### config.mk
export PLATFORM = sky130hd
export DESIGN_NAME = cic_lia_sequencer
export DESIGN_NICKNAME = d
export VERILOG_FILES = /design/src/rtl/cic_lia_pkg.sv /design/src/rtl/stream_hold_reg.sv /design/src/rtl/cic_lia_sequencer.sv
export SDC_FILE = /design/constraint.sdc
export NUM_CORES = 1
export LEC_CHECK = 0
export ABC_AREA = 1
export BUFFER_PORTS_ARGS = -buffer_cell sky130_fd_sc_hd__buf_2
export CAP_MARGIN = 20
export CORE_ASPECT_RATIO = 1.4
export CORE_MARGIN = 4
export CORE_UTILIZATION = 48
export DETAILED_ROUTE_END_ITERATION = 10
export HOLD_SLACK_MARGIN = 0.02
export PLACE_DENSITY = 0.83
export SLEW_MARGIN = 5
export SYNTH_ARGS = -nofsm -noshare
export SYNTH_HDL_FRONTEND = slang
export SYNTH_SLANG_ARGS = --single-unit
### constraint.sdc
create_clock -name clk -period 3 [get_ports clk]
set_input_delay 0.15 -clock clk [delete_from_list [all_inputs] [get_ports clk]]
set_output_delay 0.15 -clock clk [all_outputs]
set_load 0.02 [all_outputs]
### src/rtl/cic_lia_pkg.sv
// Shared definitions for the CIC lock-in decimator sequencer.
package cic_lia_pkg;

  localparam int STATE_W    = 2;
  localparam int DATA_W_DEF = 14;

  typedef enum logic [STATE_W-1:0] {
    ST_IDLE   = 2'd0,
    ST_RESET  = 2'd1,
    ST_SETTLE = 2'd2,
    ST_RUN    = 2'd3
  } seq_state_e;

endpackage

### src/rtl/stream_hold_reg.sv
// One-entry valid/ready holding register. A load while the held word is still
// waiting is rejected and flagged as a drop; the held word is never overwritten.
module stream_hold_reg
  import cic_lia_pkg::*;
#(
  parameter int DATA_W = DATA_W_DEF
) (
  input  logic              clk,
  input  logic              rst,
  input  logic              clear,
  input  logic              load,
  input  logic [DATA_W-1:0] s_data,
  input  logic              ready,
  output logic [DATA_W-1:0] data,
  output logic              valid,
  output logic              drop
);

  logic [DATA_W-1:0] data_r;
  logic              valid_r;

  assign data  = data_r;
  assign valid = valid_r;
  assign drop  = load && valid_r && !ready;

  // Holding register: clear wins, then load when the slot is free or being consumed.
  always_ff @(posedge clk or posedge rst) begin
    if (rst) begin
      data_r  <= {DATA_W{1'b0}};
      valid_r <= 1'b0;
    end else if (clear) begin
      valid_r <= 1'b0;
    end else if (load && (!valid_r || ready)) begin
      data_r  <= s_data;
      valid_r <= 1'b1;
    end else if (valid_r && ready) begin
      valid_r <= 1'b0;
    end
  end

endmodule

### src/rtl/cic_lia_sequencer.sv
// Sequences one CIC decimator: owns its reset, discards the start-up transient
// and presents settled samples as a valid/ready stream with a drop counter.
module cic_lia_sequencer
  import cic_lia_pkg::*;
#(
  parameter int DATA_W       = DATA_W_DEF,
  parameter int N_STAGES     = 2,
  parameter int SETTLE_EXTRA = 1,
  parameter int RST_CYCLES   = 4,
  parameter int DROP_W       = 16
) (
  input  logic               clk,
  input  logic               rst,
  input  logic               enable,
  input  logic               restart,
  output logic               cic_rst,
  input  logic               cic_dclk,
  input  logic [DATA_W-1:0]  cic_data,
  output logic [DATA_W-1:0]  m_data,
  output logic               m_valid,
  input  logic               m_ready,
  output logic               locked,
  output logic [STATE_W-1:0] state,
  output logic [DROP_W-1:0]  drop_cnt
);

  localparam int SETTLE_N = N_STAGES + SETTLE_EXTRA;
  localparam int CNT_MAX  = (RST_CYCLES > SETTLE_N) ? RST_CYCLES : SETTLE_N;
  localparam int CNT_W    = $clog2(CNT_MAX + 1);

  seq_state_e        state_r;
  logic [CNT_W-1:0]  cnt_r;
  logic              stb_d_r;
  logic              cic_rst_r;
  logic              locked_r;
  logic [DROP_W-1:0] drop_cnt_r;

  logic load_s;
  logic clear_s;
  logic drop_s;

  // A sample aborted by restart or enable fall is discarded, never loaded.
  assign load_s  = (state_r == ST_RUN) && stb_d_r && enable && !restart;
  assign clear_s = (state_r == ST_IDLE) ? enable : (!enable || restart);

  assign cic_rst  = cic_rst_r;
  assign locked   = locked_r;
  assign state    = state_r;
  assign drop_cnt = drop_cnt_r;

  stream_hold_reg #(
    .DATA_W (DATA_W)
  ) u_hold (
    .clk    (clk),
    .rst    (rst),
    .clear  (clear_s),
    .load   (load_s),
    .s_data (cic_data),
    .ready  (m_ready),
    .data   (m_data),
    .valid  (m_valid),
    .drop   (drop_s)
  );

  // Sequencer FSM with strobe delay, phase counter and saturating drop counter.
  always_ff @(posedge clk or posedge rst) begin
    if (rst) begin
      state_r    <= ST_IDLE;
      cnt_r      <= {CNT_W{1'b0}};
      stb_d_r    <= 1'b0;
      cic_rst_r  <= 1'b1;
      locked_r   <= 1'b0;
      drop_cnt_r <= {DROP_W{1'b0}};
    end else begin
      stb_d_r <= cic_dclk;
      if (state_r == ST_IDLE) begin
        cic_rst_r <= 1'b1;
        locked_r  <= 1'b0;
        if (enable) begin
          state_r    <= ST_RESET;
          cnt_r      <= {CNT_W{1'b0}};
          stb_d_r    <= 1'b0;
          drop_cnt_r <= {DROP_W{1'b0}};
        end
      end else if (!enable) begin
        state_r   <= ST_IDLE;
        cnt_r     <= {CNT_W{1'b0}};
        cic_rst_r <= 1'b1;
        locked_r  <= 1'b0;
      end else if (restart) begin
        state_r    <= ST_RESET;
        cnt_r      <= {CNT_W{1'b0}};
        stb_d_r    <= 1'b0;
        cic_rst_r  <= 1'b1;
        locked_r   <= 1'b0;
        drop_cnt_r <= {DROP_W{1'b0}};
      end else begin
        case (state_r)
          ST_RESET: begin
            if (cnt_r == CNT_W'(RST_CYCLES - 1)) begin
              state_r   <= ST_SETTLE;
              cnt_r     <= {CNT_W{1'b0}};
              cic_rst_r <= 1'b0;
            end else begin
              cnt_r <= cnt_r + CNT_W'(1);
            end
          end
          ST_SETTLE: begin
            if (stb_d_r) begin
              if (cnt_r == CNT_W'(SETTLE_N - 1)) begin
                state_r  <= ST_RUN;
                cnt_r    <= {CNT_W{1'b0}};
                locked_r <= 1'b1;
              end else begin
                cnt_r <= cnt_r + CNT_W'(1);
              end
            end
          end
          ST_RUN: begin
            if (drop_s && (drop_cnt_r != {DROP_W{1'b1}})) begin
              drop_cnt_r <= drop_cnt_r + DROP_W'(1);
            end
          end
          default: begin
            state_r   <= ST_IDLE;
            cic_rst_r <= 1'b1;
            locked_r  <= 1'b0;
          end
        endcase
      end
    end
  end

endmodule

# ---- After elaboration in Yosys (flattened, before gate mapping)
# Index checks and enable logic that the tools add are counted.
# Widths: inputs -> output; s select.
dict set report totals {
  regBits 39
}
dict set report op_classes {
  n_addsub 2
  n_eq_ne 14
  mux 41
  n_bitwise 1
  reduce_logical 26
}
# cell n
set op_table {}
lappend op_table {{$mux 16} 6}
lappend op_table {{$mux 3} 7}
lappend op_table {{$mux 1} 17}
lappend op_table {{$add 16x1->16 const B} 1}
lappend op_table {{$ne 16x16->1 const B} 1}
lappend op_table {{$ne 5x5->1 const B} 3}
lappend op_table {{$mux 2} 7}
lappend op_table {{$reduce_and 3->1} 3}
lappend op_table {{$reduce_bool 3->1} 3}
lappend op_table {{$logic_and 1x1->1} 8}
lappend op_table {{$ne 4x2->1 const B} 2}
lappend op_table {{$eq 3x2->1 const B} 2}
lappend op_table {{$pmux 2 s3} 1}
lappend op_table {{$pmux 3 s2} 1}
lappend op_table {{$ne 5x1->1 const B} 1}
lappend op_table {{$reduce_and 5->1} 1}
lappend op_table {{$eq 2x2->1 const B} 2}
lappend op_table {{$logic_not 1->1} 4}
lappend op_table {{$ne 4x3->1 const B} 1}
lappend op_table {{$pmux 1 s2} 2}
lappend op_table {{$reduce_and 2->1} 2}
lappend op_table {{$reduce_or 2->1} 2}
lappend op_table {{$add 3x1->3 const B} 1}
lappend op_table {{$eq 2x1->1 const B} 1}
lappend op_table {{4 further kinds} 5}

# ---- Logic depth before layout (Yosys ltp)
dict set report depth {
  depth_word 12
  depth_mapped 11
  mapped_depth_nobuf 11
}

# ---- By module
# A second synthesis with hierarchy kept.
dict set report hier_totals {
  hier_cells 290
  area_unflattened_um2 2235.9
}
# module n_inst cells_each area_per_inst_um2
set by_module_without_submodules {}
lappend by_module_without_submodules {cic_lia_sequencer 1 222 1610.3}
lappend by_module_without_submodules {stream_hold_reg 1 68 625.6}

# ---- Worst setup path before layout
# No wires, ideal clock.
dict set report synth_timing {
  kind {register -> register}
  start {register state_r[1] (netlist: state[1])}
  end {register u_hold.data_r[10] (netlist: u_hold.data[10])}
  arrival_ps 1680
  required_time_ps 2870
  slack_ps 1190
  path_stages_with_launch 10
  n_path_buf 1
  period_less_slack_ps 1810
  cell_sequence {dfrtp_1 > inv_1 > ha_1 > nor2_4 > nand2_2 > nand2_1 > nand3b_2 > buf_2 > nand2_1 > o21ai_0}
}
dict set report synth_via {
  elab_chain_cells 6
  word_cells_on_any_way 9
}
# item line_no
set synth_rtl {}
lappend synth_rtl {{start, declared} cic_lia_sequencer.sv:31} ;# seq_state_e state_r;
lappend synth_rtl {{start signal, assigned} cic_lia_sequencer.sv:68} ;# state_r <= ST_IDLE;
lappend synth_rtl {{start signal, assigned} cic_lia_sequencer.sv:80} ;# state_r <= ST_RESET;
lappend synth_rtl {{start signal, assigned} cic_lia_sequencer.sv:86} ;# state_r <= ST_IDLE;
lappend synth_rtl {{$eq 2x2->1} cic_lia_sequencer.sv:43} ;# assign load_s = (state_r == ST_RUN) && stb_d_r && enable && !restart;
lappend synth_rtl {{$logic_and 1x1->1 (3 in series)} cic_lia_sequencer.sv:43}
lappend synth_rtl {{$logic_and 1x1->1} stream_hold_reg.sv:33} ;# end else if (load && (!valid_r || ready)) begin
lappend synth_rtl {{$reduce_and 2->1 (no line) *} -}
lappend synth_rtl {{end signal, assigned} stream_hold_reg.sv:29} ;# data_r <= {DATA_W{1'b0}};
lappend synth_rtl {{end signal, assigned} stream_hold_reg.sv:34} ;# data_r <= s_data;
lappend synth_rtl {{end, declared} stream_hold_reg.sv:19} ;# logic [DATA_W-1:0] data_r;
# Mark *: on every way between the ends. The rest lies on a longest branch, timed or not.
# A chain may end at the register's enable or synchronous reset.

# ---- Worst setup path in the final report
dict set report layout_timing {
  start {register state_r[1] (netlist: state[1])}
  end {register u_hold.data_r[7] (netlist: u_hold.data[7])}
}
# The elaborated chain is that of the path after synthesis.

==> impl_metrics.yaml <==
run_status:
  outcome: "finished clean"
job:
  max_cap_violations: 0
layout:
  areaGrowthSynthToFinish_pct: 18.2
  final_area_mm2: 0.00269
  drive_gt1_frac: 0.216
  diodes: 0
  layout_commonest_cell: "nand2_1"
  layout_common_cells: "nand2_1, buf_2, inv_1, dfrtp_1, nor2_1"
  num-nets-final: 394
placed_design:
  pre_cts_ws_ns: 0.931
  postPlaceCellArea_mm2: 0.00260
  io_buffers: 54
  gp_congestion: 0.926
  dp_hpwl_mm: 4.02
detailed_routing:
  wl_mm: 5.22
  drtIter0Drc: 136
  drtPass1Iterations: 4
  vias: 2166
  route.detailed.drc: 0
  ant_nets: 0
  vias_per_cell: 5.06
  wl_per_cell_um: 12.2
global_routing:
  first_global_vias: 2036
  grt_overflow: 0
  grt_max_degree: 29
  grt_pass1_wl_mm: 8.65
  antenna_found_initial: 0
  grt_usage: 0.190
cts:
  cts_tree: "built"
  root_buffer: "clkbuf_8"
  clock_sinks: 39
  cts.clk_slew.worst_paths_ns: 0.07
  htree_levels: 2
  post_cts_buffers: 0
  clock_latency_ns: 0.29
  clk_path_buf_depth: 2
  cts_buffers: 5
sta:
  layout_min_cycle_time_ns: 2.06
  hold_viol: 0
  setup_tns_ns: 0
  rsz0062_at_grt: "false"
  fin_worst_skew_ns: 0.00430
  setup_viol: 0
  fin_crit_sh: 0.685
  worst_slew_pin_slew_ns: 0.715
  layout_setup_ws_ns: 0.944
  drv_slew: 0
  max_freq_ghz: 0.486
  maxSlewHeadroom: 0.522
power_and_ir_drop:
  peakVddDrop_mv: 0.323
  p_leak_nw: 1.42
  powerDensity_mw_per_mm2: 485
floorplanning:
  die_x_um: 66.2
  io_pins: 55
  num_rows: 29
  core_mm2: 0.00457
  die_height_um: 89.5
  die_area_mm2: 0.00593
  initial_utilization: 0.498
worst_setup_path:
  arrival_ns: 2.25
  crit_type: "register to register"
  cp-end-kind: "register"
  start_kind: "register"
  worstPathMaxFanout: 28
  crit_required_ns: 3.19
min_path:
  min_path_type: "primary input to register"
yosys:
  seq_area_frac_synth: 0.429
  synth_xor_area_frac: 0.00769
  syn_area_per_cell_um2: 7.42
  synth-warning-count: 0
  synth.cell_area_mm2: 0.00228
  syn_nets: 336
  ys_ff_latch: 39
  synth_compound_area_frac: 0.109
  synth_fa_ha_area_frac: 0.0494
  synth_top_family_by_area: "simple AND/OR/NAND/NOR gates"
  syn_inst: 307
  synth.area.mux_share: 0
  synth-simple-area-share: 0.309
  ys_types: 33
==> registers in the layout (all words and copies together), names as in the netlist <==
| register | count |
|---|---|
| cic_rst | 1 |
| cnt_r | 3 |
| drop_cnt | 16 |
| locked | 1 |
| state | 2 |
| stb_d_r | 1 |
| u_hold.data | 14 |
| u_hold.valid | 1 |
==> power by group <==
| part | total (mW) | switching [mW] | internal [mW] |
|---|---|---|---|
| Sequential | 0.601 | 0.0335 | 0.568 |
| Combinational | 0.366 | 0.250 | 0.116 |
| Clock | 0.338 | 0.175 | 0.163 |
| Total | 1.31 | 0.458 | 0.847 |
==> cell usage after synthesis (all sizes together) <==
master / instances / share of area
nand2: 83 / 0.14
inv: 50 / 0.082
dfrtp: 38 / 0.42
nor2: 38 / 0.070
o21ai: 30 / 0.072
nand3: 26 / 0.062
a21oi: 9 / 0.020
ha: 9 / 0.049
nand4: 5 / 0.014
buf: 3 / 0.010
nand3b: 3 / 0.012
clkbuf: 2 / 0.0033
o21a: 2 / 0.0066
xor2: 2 / 0.0077
a22oi: 1 / 0.0033
and2: 1 / 0.0027
dfstp: 1 / 0.012
nor3: 1 / 0.0022
o211ai: 1 / 0.0033
o21bai: 1 / 0.0033
or2: 1 / 0.0027
==> worst max-delay path, cell delays in order (launching register included) <==
cell and delay, ns:
dfrtp_1 0.43, inv_1 0.10, ha_1 0.24, nor2_4 0.22
nand2_2 0.14, nand2_1 0.14, nand3b_2 0.39, o21ai_0 0.32
==> per-stage QoR <==
stage / total power, mW / util / hold slack [ns] / instances
floorplan: 0.876 / - / 0.256 / 307
global route: 1.40 / 0.589 / 0.0848 / 428
detailed placement: 0.979 / 0.569 / 0.327 / 419
global placement: 0.969 / 0.569 / 0.306 / 419
CTS: 1.32 / 0.589 / 0.0878 / 428
finish: 1.31 / 0.589 / 0.100 / 428
==> path summary, 6_finish.rpt <==
kind,from,to,slack [ns],cells after the start
setup / recovery,state[1]$_DFFE_PP0P_,u_hold.data[7]$_DFFE_PP0P_,0.94,7
hold / removal,cic_data[3],u_hold.data[3]$_DFFE_PP0P_,0.10,3
setup reg to reg,state[1]$_DFFE_PP0P_,u_hold.data[7]$_DFFE_PP0P_,0.94,7
hold reg to reg,u_hold.data[9]$_DFFE_PP0P_,u_hold.data[9]$_DFFE_PP0P_,0.49,2
max in group asynchronous,rst,cic_rst$_DFFE_PP1P_,1.67,4
min in group asynchronous,rst,cnt_r[1]$_DFFE_PP0P_,0.52,3
==> metal layers <==
layer,global-route usage,share of wire
met5,0,0
met2,0.342,0.52
met4,0.0980,0.029
met1,0.200,0.39
met3,0.0528,0.057
==> cell families (layout without fill, tap and decap cells) <==
logic type,count (synthesis),after routing
compound gates,44,44
xor+xnor,2,2
fa+ha+maj,9,9
buf+inv,55,114
flops,39,39
simple gates,158,158
==> layout make-up <==
| cell class | instances | area (um2) |
|---|---|---|
| well taps | 62 | 77.6 |
| fillers | 452 | 1880 |
| flip-flops and latches | 39 | 977 |
| clock inverters | 1 | 5.00 |
| repair buffers | 56 | 288 |
| clock buffers | 7 | 76.3 |
| multi-input cells | 213 | 1080 |
| inverters | 50 | 188 |
==> what timing repair did <==
item / CTS / global route
endpoints found under the hold margin: 19 / 0
gates resized for setup: 0 / 0
hold buffers: 1 / 0
(Power assumes the default switching activity.)
